`config.mk`:
```
export PLATFORM = sky130hd
export DESIGN_NAME = nabp_pe_tap_buffer
export DESIGN_NICKNAME = d
export VERILOG_FILES = /design/src/rtl/nabp_pkg.sv /design/src/rtl/nabp_tap_fill_ctrl.sv /design/src/rtl/nabp_pe_tap_buffer.sv
export SDC_FILE = /design/constraint.sdc
export NUM_CORES = 2
export LEC_CHECK = 0
export ABC_CLOCK_PERIOD_IN_PS = 19900
export BUFFER_PORTS_ARGS = -buffer_cell sky130_fd_sc_hd__buf_2
export CORE_AREA = 2 2 512 514
export CTS_CLUSTER_DIAMETER = 30
export CTS_CLUSTER_SIZE = 12
export DETAILED_ROUTE_END_ITERATION = 12
export DIE_AREA = 0 0 514 516
export PLACE_DENSITY = 0.71
export SYNTH_ARGS = -nofsm -noshare
export SYNTH_HDL_FRONTEND = slang
export SYNTH_SLANG_ARGS = --single-unit
export TNS_END_PERCENT = 100
```
`constraint.sdc`:
```
create_clock -name clk -period 19.9 [get_ports clk]
set_input_delay 0 -clock clk [delete_from_list [all_inputs] [get_ports clk]]
set_output_delay 0 -clock clk [all_outputs]
set_load 0.02 [all_outputs]
```
`src/rtl/nabp_pkg.sv`:
```
// ----------------------------------------------------------------------------
// nabp_pkg
// Shared constants and helpers for the PE-array feed path.
//   NABP_DATA_LENGTH     default sample width (signed filtered samples)
//   NABP_NO_PARTITIONS   default partition count (= taps per channel)
//   NABP_PARTITION_SIZE  default partition size (= shift distance between taps)
//   nabp_taps_vec_w()    width of a packed tap vector
//   nabp_fill_max()      saturation value of a channel fill counter
//   nabp_clog2_min1()    $clog2 clamped to at least 1 bit
// ----------------------------------------------------------------------------
package nabp_pkg;

  localparam int NABP_DATA_LENGTH    = 16;
  localparam int NABP_NO_PARTITIONS  = 8;
  localparam int NABP_PARTITION_SIZE = 16;

  // Packed tap vector: tap0 in the LSBs, tap[no_taps-1] in the MSBs.
  function automatic int nabp_taps_vec_w(input int no_taps, input int data_len);
    return no_taps * data_len;
  endfunction

  // Once a channel has seen this many shifts every tap holds a real sample,
  // so counting further adds no information.
  function automatic int nabp_fill_max(input int no_taps, input int taps_width);
    return (no_taps - 1) * taps_width + 1;
  endfunction

  function automatic int nabp_clog2_min1(input int n);
    return (n > 1) ? $clog2(n) : 1;
  endfunction

endpackage

```
`src/rtl/nabp_tap_fill_ctrl.sv`:
```
// ----------------------------------------------------------------------------
// nabp_tap_fill_ctrl
// Per-channel write pointer and fill counter for the tap delay line.
// A clear in the same cycle as a shift is applied first, so the shift lands
// in an empty channel (fill=1, ptr=1 afterwards).
// Ports:
//   clk           clock, rising edge
//   reset_n       asynchronous active-low reset
//   shift_i       a sample is shifted into this channel this cycle
//   clear_i       this channel is emptied this cycle
//   ptr_o         storage address offset used by this cycle's shift
//   valid_mask_o  taps_valid pattern the channel has after this cycle's shift
// ----------------------------------------------------------------------------
module nabp_tap_fill_ctrl
  import nabp_pkg::*;
#(
  parameter int pNoTaps    = NABP_NO_PARTITIONS,
  parameter int pTapsWidth = NABP_PARTITION_SIZE,
  localparam int PW        = nabp_clog2_min1(pTapsWidth)
) (
  input  logic               clk,
  input  logic               reset_n,
  input  logic               shift_i,
  input  logic               clear_i,
  output logic [PW-1:0]      ptr_o,
  output logic [pNoTaps-1:0] valid_mask_o
);

  localparam int FMAX = nabp_fill_max(pNoTaps, pTapsWidth);
  localparam int FW   = $clog2(FMAX + 1);

  logic [PW-1:0] ptr_q, ptr_d, ptr_eff;
  logic [FW-1:0] fill_q, fill_d, fill_eff, fill_new;

  always_comb begin
    // Clear-before-shift: the shift sees an already-emptied channel.
    ptr_eff  = clear_i ? '0 : ptr_q;
    fill_eff = clear_i ? '0 : fill_q;
    fill_new = (fill_eff == FW'(FMAX)) ? fill_eff : fill_eff + FW'(1);

    ptr_d  = ptr_q;
    fill_d = fill_q;
    if (shift_i) begin
      ptr_d  = (ptr_eff == PW'(pTapsWidth - 1)) ? '0 : ptr_eff + PW'(1);
      fill_d = fill_new;
    end else if (clear_i) begin
      ptr_d  = '0;
      fill_d = '0;
    end

    // Tap k holds a real sample once more than k*pTapsWidth shifts happened.
    valid_mask_o = '0;
    for (int k = 0; k < pNoTaps; k++) begin
      valid_mask_o[k] = (fill_new > FW'(k * pTapsWidth));
    end
  end

  assign ptr_o = ptr_eff;

  always_ff @(posedge clk or negedge reset_n) begin
    if (!reset_n) begin
      ptr_q  <= '0;
      fill_q <= '0;
    end else begin
      ptr_q  <= ptr_d;
      fill_q <= fill_d;
    end
  end

endmodule

```
`src/rtl/nabp_pe_tap_buffer.sv`:
```
// ----------------------------------------------------------------------------
// nabp_pe_tap_buffer
// Multi-channel tap delay line between the filtered-RAM read and the PE array.
// Each channel (interleaved angle) has its own delay line; taps[k] of a
// channel is the sample shifted in k*pTapsWidth shifts before taps[0].
// Ports:
//   clk, reset_n   clock / asynchronous active-low reset
//   shift_en       shift shift_in into channel shift_ch
//   shift_ch       target channel of the shift
//   shift_in       signed sample
//   clear          empty channel clear_ch (synchronous)
//   clear_ch       channel to clear
//   clear_all      empty every channel (synchronous)
//   taps           taps of out_ch, tap0 in the LSBs, invalid taps read 0
//   taps_valid     bit k set when taps[k] holds a real sample
//   out_valid      taps/taps_valid/out_ch were updated by a shift this cycle
//   out_ch         channel the taps belong to
// ----------------------------------------------------------------------------
module nabp_pe_tap_buffer
  import nabp_pkg::*;
#(
  parameter int pNoTaps     = NABP_NO_PARTITIONS,
  parameter int pTapsWidth  = NABP_PARTITION_SIZE,
  parameter int pDataLength = NABP_DATA_LENGTH,
  parameter int pNoChannels = 2,
  parameter int pChLength   = 1
) (
  input  logic                                               clk,
  input  logic                                               reset_n,
  input  logic                                               shift_en,
  input  logic [pChLength-1:0]                               shift_ch,
  input  logic signed [pDataLength-1:0]                      shift_in,
  input  logic                                               clear,
  input  logic [pChLength-1:0]                               clear_ch,
  input  logic                                               clear_all,
  output logic [nabp_taps_vec_w(pNoTaps, pDataLength)-1:0]   taps,
  output logic [pNoTaps-1:0]                                 taps_valid,
  output logic                                               out_valid,
  output logic [pChLength-1:0]                               out_ch
);

  localparam int PW    = nabp_clog2_min1(pTapsWidth);
  localparam int DEPTH = pNoChannels * pTapsWidth;
  localparam int AW    = nabp_clog2_min1(DEPTH);
  localparam int TW    = nabp_taps_vec_w(pNoTaps, pDataLength);

  logic                                  shift_ok;
  logic [pChLength-1:0]                  sel;
  logic [pNoChannels-1:0]                ch_shift;
  logic [pNoChannels-1:0]                ch_clear;
  logic [PW-1:0]                         ch_ptr  [pNoChannels];
  logic [pNoTaps-1:0]                    ch_mask [pNoChannels];
  logic [pNoTaps-1:0]                    mask_sel;
  logic [AW-1:0]                         addr;
  logic [pNoTaps-1:0][pDataLength-1:0]   rd;

  logic [TW-1:0]          taps_q;
  logic [pNoTaps-1:0]     taps_valid_q;
  logic                   out_valid_q;
  logic [pChLength-1:0]   out_ch_q;

  // Out-of-range channel requests are dropped entirely.
  assign shift_ok = shift_en && (int'(shift_ch) < pNoChannels);
  assign sel      = shift_ok ? shift_ch : '0;
  assign mask_sel = ch_mask[sel];
  assign addr     = AW'(int'(sel) * pTapsWidth + int'(ch_ptr[sel]));

  for (genvar c = 0; c < pNoChannels; c++) begin : g_ch
    assign ch_shift[c] = shift_ok && (shift_ch == pChLength'(c));
    assign ch_clear[c] = clear_all || (clear && (clear_ch == pChLength'(c)));

    nabp_tap_fill_ctrl #(
      .pNoTaps    (pNoTaps),
      .pTapsWidth (pTapsWidth)
    ) u_fill_ctrl (
      .clk          (clk),
      .reset_n      (reset_n),
      .shift_i      (ch_shift[c]),
      .clear_i      (ch_clear[c]),
      .ptr_o        (ch_ptr[c]),
      .valid_mask_o (ch_mask[c])
    );
  end

  // Stage 0 is the incoming sample itself; stage k (k>=1) is a RAM that, at
  // address {ch,ptr}, holds what stage k-1 held there one lap earlier.
  // Read-before-write: rd[k] is the old word, pushed into stage k+1.
  assign rd[0] = shift_in;

  for (genvar k = 1; k < pNoTaps; k++) begin : g_stage
    logic [pDataLength-1:0] mem [DEPTH];

    always_ff @(posedge clk) begin
      if (shift_ok) begin
        mem[addr] <= rd[k-1];
      end
    end

    assign rd[k] = mem[addr];
  end

  always_ff @(posedge clk or negedge reset_n) begin
    if (!reset_n) begin
      taps_q       <= '0;
      taps_valid_q <= '0;
      out_valid_q  <= 1'b0;
      out_ch_q     <= '0;
    end else if (shift_ok) begin
      out_valid_q  <= 1'b1;
      out_ch_q     <= shift_ch;
      taps_valid_q <= mask_sel;
      // Masking hides unreset RAM contents and pre-clear history.
      for (int k = 0; k < pNoTaps; k++) begin
        taps_q[k*pDataLength +: pDataLength] <= mask_sel[k] ? rd[k] : '0;
      end
    end else begin
      out_valid_q <= 1'b0;
      if (ch_clear[out_ch_q]) begin
        taps_q       <= '0;
        taps_valid_q <= '0;
      end
    end
  end

  assign taps       = taps_q;
  assign taps_valid = taps_valid_q;
  assign out_valid  = out_valid_q;
  assign out_ch     = out_ch_q;

endmodule

```
==> results_dict.tcl <==
set metrics [dict create \
    p_leak_nw 54.0 \
    grt.total_usage 0.332 \
    crit_fanout 143 \
    final_util 0.645 \
    fin_crit_sh 0.337 \
    fmax_mhz 149 \
    cts.sinks 3744 \
    arrival_ns 7.20 \
    hpwl_um 212000 \
    finalWirelength_um 449000 \
    root_buffer "clkbuf_16" \
    core_um2 259000 \
    grt_pass1_vias 89700 \
    synthArstFlopShare 0.0427 \
    skew_ns 0.0802 \
    postPlaceCellArea_um2 147000 \
    cts_buffers 573 \
    gp_congestion 0.860 \
    yosysSeqAreaShare 0.785 \
    cts_setup_buffers 0 \
    maxSlewViolCount 34 \
    yosysUniqueCellTypes 74 \
    ys.flop_type "edfxtp_1" \
    cap_violations 1 \
    drive_gt1_frac 0.154 \
    drc_errors 0 \
    tightest_slew_ns 1.53 \
    clock_path_buffers 4 \
    die_h_um 516 \
    syn_nets 8851 \
    viasPerCell 7.05 \
    slew_headroom -0.0179 \
    critPathLaunchType "flop" \
    end_kind "flop" \
    final_hold_viol_count 0 \
    htreeDepth 6 \
    power_density_nw_per_um2 118 \
    ant_nets 0 \
    final_nets 9192 \
    ys_ff_latch 3744 \
    dr.pass1.iters 8 \
    multi_input_area_um2 28500 \
    synth_edf_count 3584 \
    period_needed_ns 6.71 \
    synthesis.area_um2 142000 \
    hold_slack_ns 0.154 \
    syn_inst 8824 \
    clk-insertion-delay-late_ns 0.96 \
    dieArea_um2 265000 \
    seq_area_um2 112000 \
    path_clk_slew_ns 0.05 \
    die_width_um 514 \
    overflow 0 \
    fillers 17100 \
    via_count 92000 \
    wl_per_cell_um 34.4 \
    port_buffers 160 \
    final_common_cell "edfxtp_1" \
    grt_max_degree 152 \
    grt_pass1_wl_um 633000 \
    antenna_found_initial 17 \
    area_growth_syn_to_layout_pct 17.6 \
    rsz0062_at_grt "no" \
    setup_viol 0 \
    fin_tns_setup_ns 0 \
    layout_common_cells "edfxtp_1 (3,584), nand2_1 (995), clkbuf_16 (587)" \
    cts_tree "yes" \
    status "complete, but fails checks" \
    rows 187 \
    avgSynthCellArea_um2 16.1 \
    post-route-cell-area_um2 167000 \
    criticalPathCategory "flop to flop" \
    initial_utilization 0.548 \
    ios 161 \
    crit_required_ns 20.39 \
    min_path_type "primary input to flop" \
    violations "max-capacitance violations, max-slew violations" \
    peakVddDrop_mv 0.0824 \
    drt_iter0_drc 16500 \
    ys_warn_count 0 \
]
-- final timing paths --
check	startpoint	endpoint	slack, ns	depth (start not counted)
max	g_ch[0].u_fill_ctrl.ptr_q[1]	g_stage[3].mem[0][0]	13.19	11
min	shift_in[6]	g_stage[1].mem[21][6]	0.15	2
max reg2reg	g_ch[0].u_fill_ctrl.ptr_q[1]	g_stage[3].mem[0][0]	13.19	11
min reg2reg	taps_valid[0]	taps_valid[0]	0.47	1
max in group asynchronous	reset_n	taps[1]	17.77	5
min in group asynchronous	reset_n	taps[114]	0.37	4
-- where the power goes --
part           switching, mW  internal (mW)  total [mW]  leakage (nW)
combinational          0.609          0.151       0.759          10.3
sequential            0.0178           8.86        8.88          34.3
clock                   3.65           6.37        10.0          9.37
-- stage by stage --
stage	power, mW	setup slack, ns	instances
after floorplan	9.42	9.54	8824
after global placement	9.73	13.50	12000
after detailed placement	9.75	13.38	12000
after CTS	19.6	13.38	13000
after global routing	20.0	12.90	13000
final	19.7	13.19	13100
-- state kept, by name (all words and copies together) (netlist names) --
register                 count
taps                       128
out_ch                       1
g_ch.u_fill_ctrl.fill_q     14
g_stage.mem               3584
g_ch.u_fill_ctrl.ptr_q       8
taps_valid                   8
out_valid                    1
-- what timing repair did --
item                                   in CTS  in global routing
hold buffers                               29                  0
endpoints found under the hold margin     685                  0
resized for setup                           0                  0
-- logic make-up (layout without fill, tap and decap cells) --
family,after synthesis,in the layout,share of synthesized area
other,0,10,0
buffers and inverters,692,1506,0.0201
AO/OA/AOI/OAI,2160,2160,0.107
AND/OR/NAND/NOR,1771,1771,0.0554
flip-flops,3744,3744,0.785
adder cells (fa/ha/maj),5,5,0.000423
multiplexers,438,438,0.0310
XOR/XNOR,14,14,0.000863
-- cell type report --
type                       instances  share of cell area
clock inverter                   378              0.0253
inverter                          27            0.000606
antenna                           10            0.000150
tap                             3402              0.0255
timing repair buffer             431              0.0194
multi-input combinational       4388               0.170
clock buffer                     670              0.0908
sequential                      3744               0.668
-- per-layer routing --
metal  track usage  wire (um)
met1         0.440     152000
met2         0.505     200000
met3        0.0892      68600
met4         0.177      27900
met5             0         80
-- worst max-delay path, stage by stage (launching register included) --
cell	delay, ns
dfrtp_1	0.40
a21bo_2	0.28
o32ai_4	0.31
buf_12	0.63
buf_12	0.69
buf_4	0.70
buf_4	0.64
buf_4	0.75
nand2_1	0.13
a32oi_1	0.28
nand4_1	0.17
a21oi_2	0.99
-- synthesized netlist by cell type (22+ instances only) --
library cell | count | area, um2
a31oi_1 | 80 | 500
nand4_1 | 93 | 582
o31ai_1 | 60 | 450
nor4_1 | 31 | 194
a22o_1 | 96 | 841
buf_2 | 132 | 661
a32o_1 | 24 | 240
inv_1 | 27 | 101
o21ai_0 | 154 | 771
nor3_1 | 328 | 1640
o22ai_1 | 351 | 2200
o221ai_1 | 238 | 2080
nor2_1 | 147 | 552
a32oi_1 | 307 | 2690
buf_1 | 88 | 330
and3_1 | 52 | 325
clkbuf_1 | 431 | 1620
a21oi_1 | 599 | 3000
nand2_1 | 999 | 3750
nand3_1 | 28 | 140
o41a_1 | 106 | 1190
mux2i_1 | 424 | 4240
or4_1 | 47 | 353
dfrtp_1 | 160 | 4000
a221oi_1 | 22 | 193
edfxtp_1 | 3584 | 108000
Note: power is estimated with default switching activity, not from simulation.
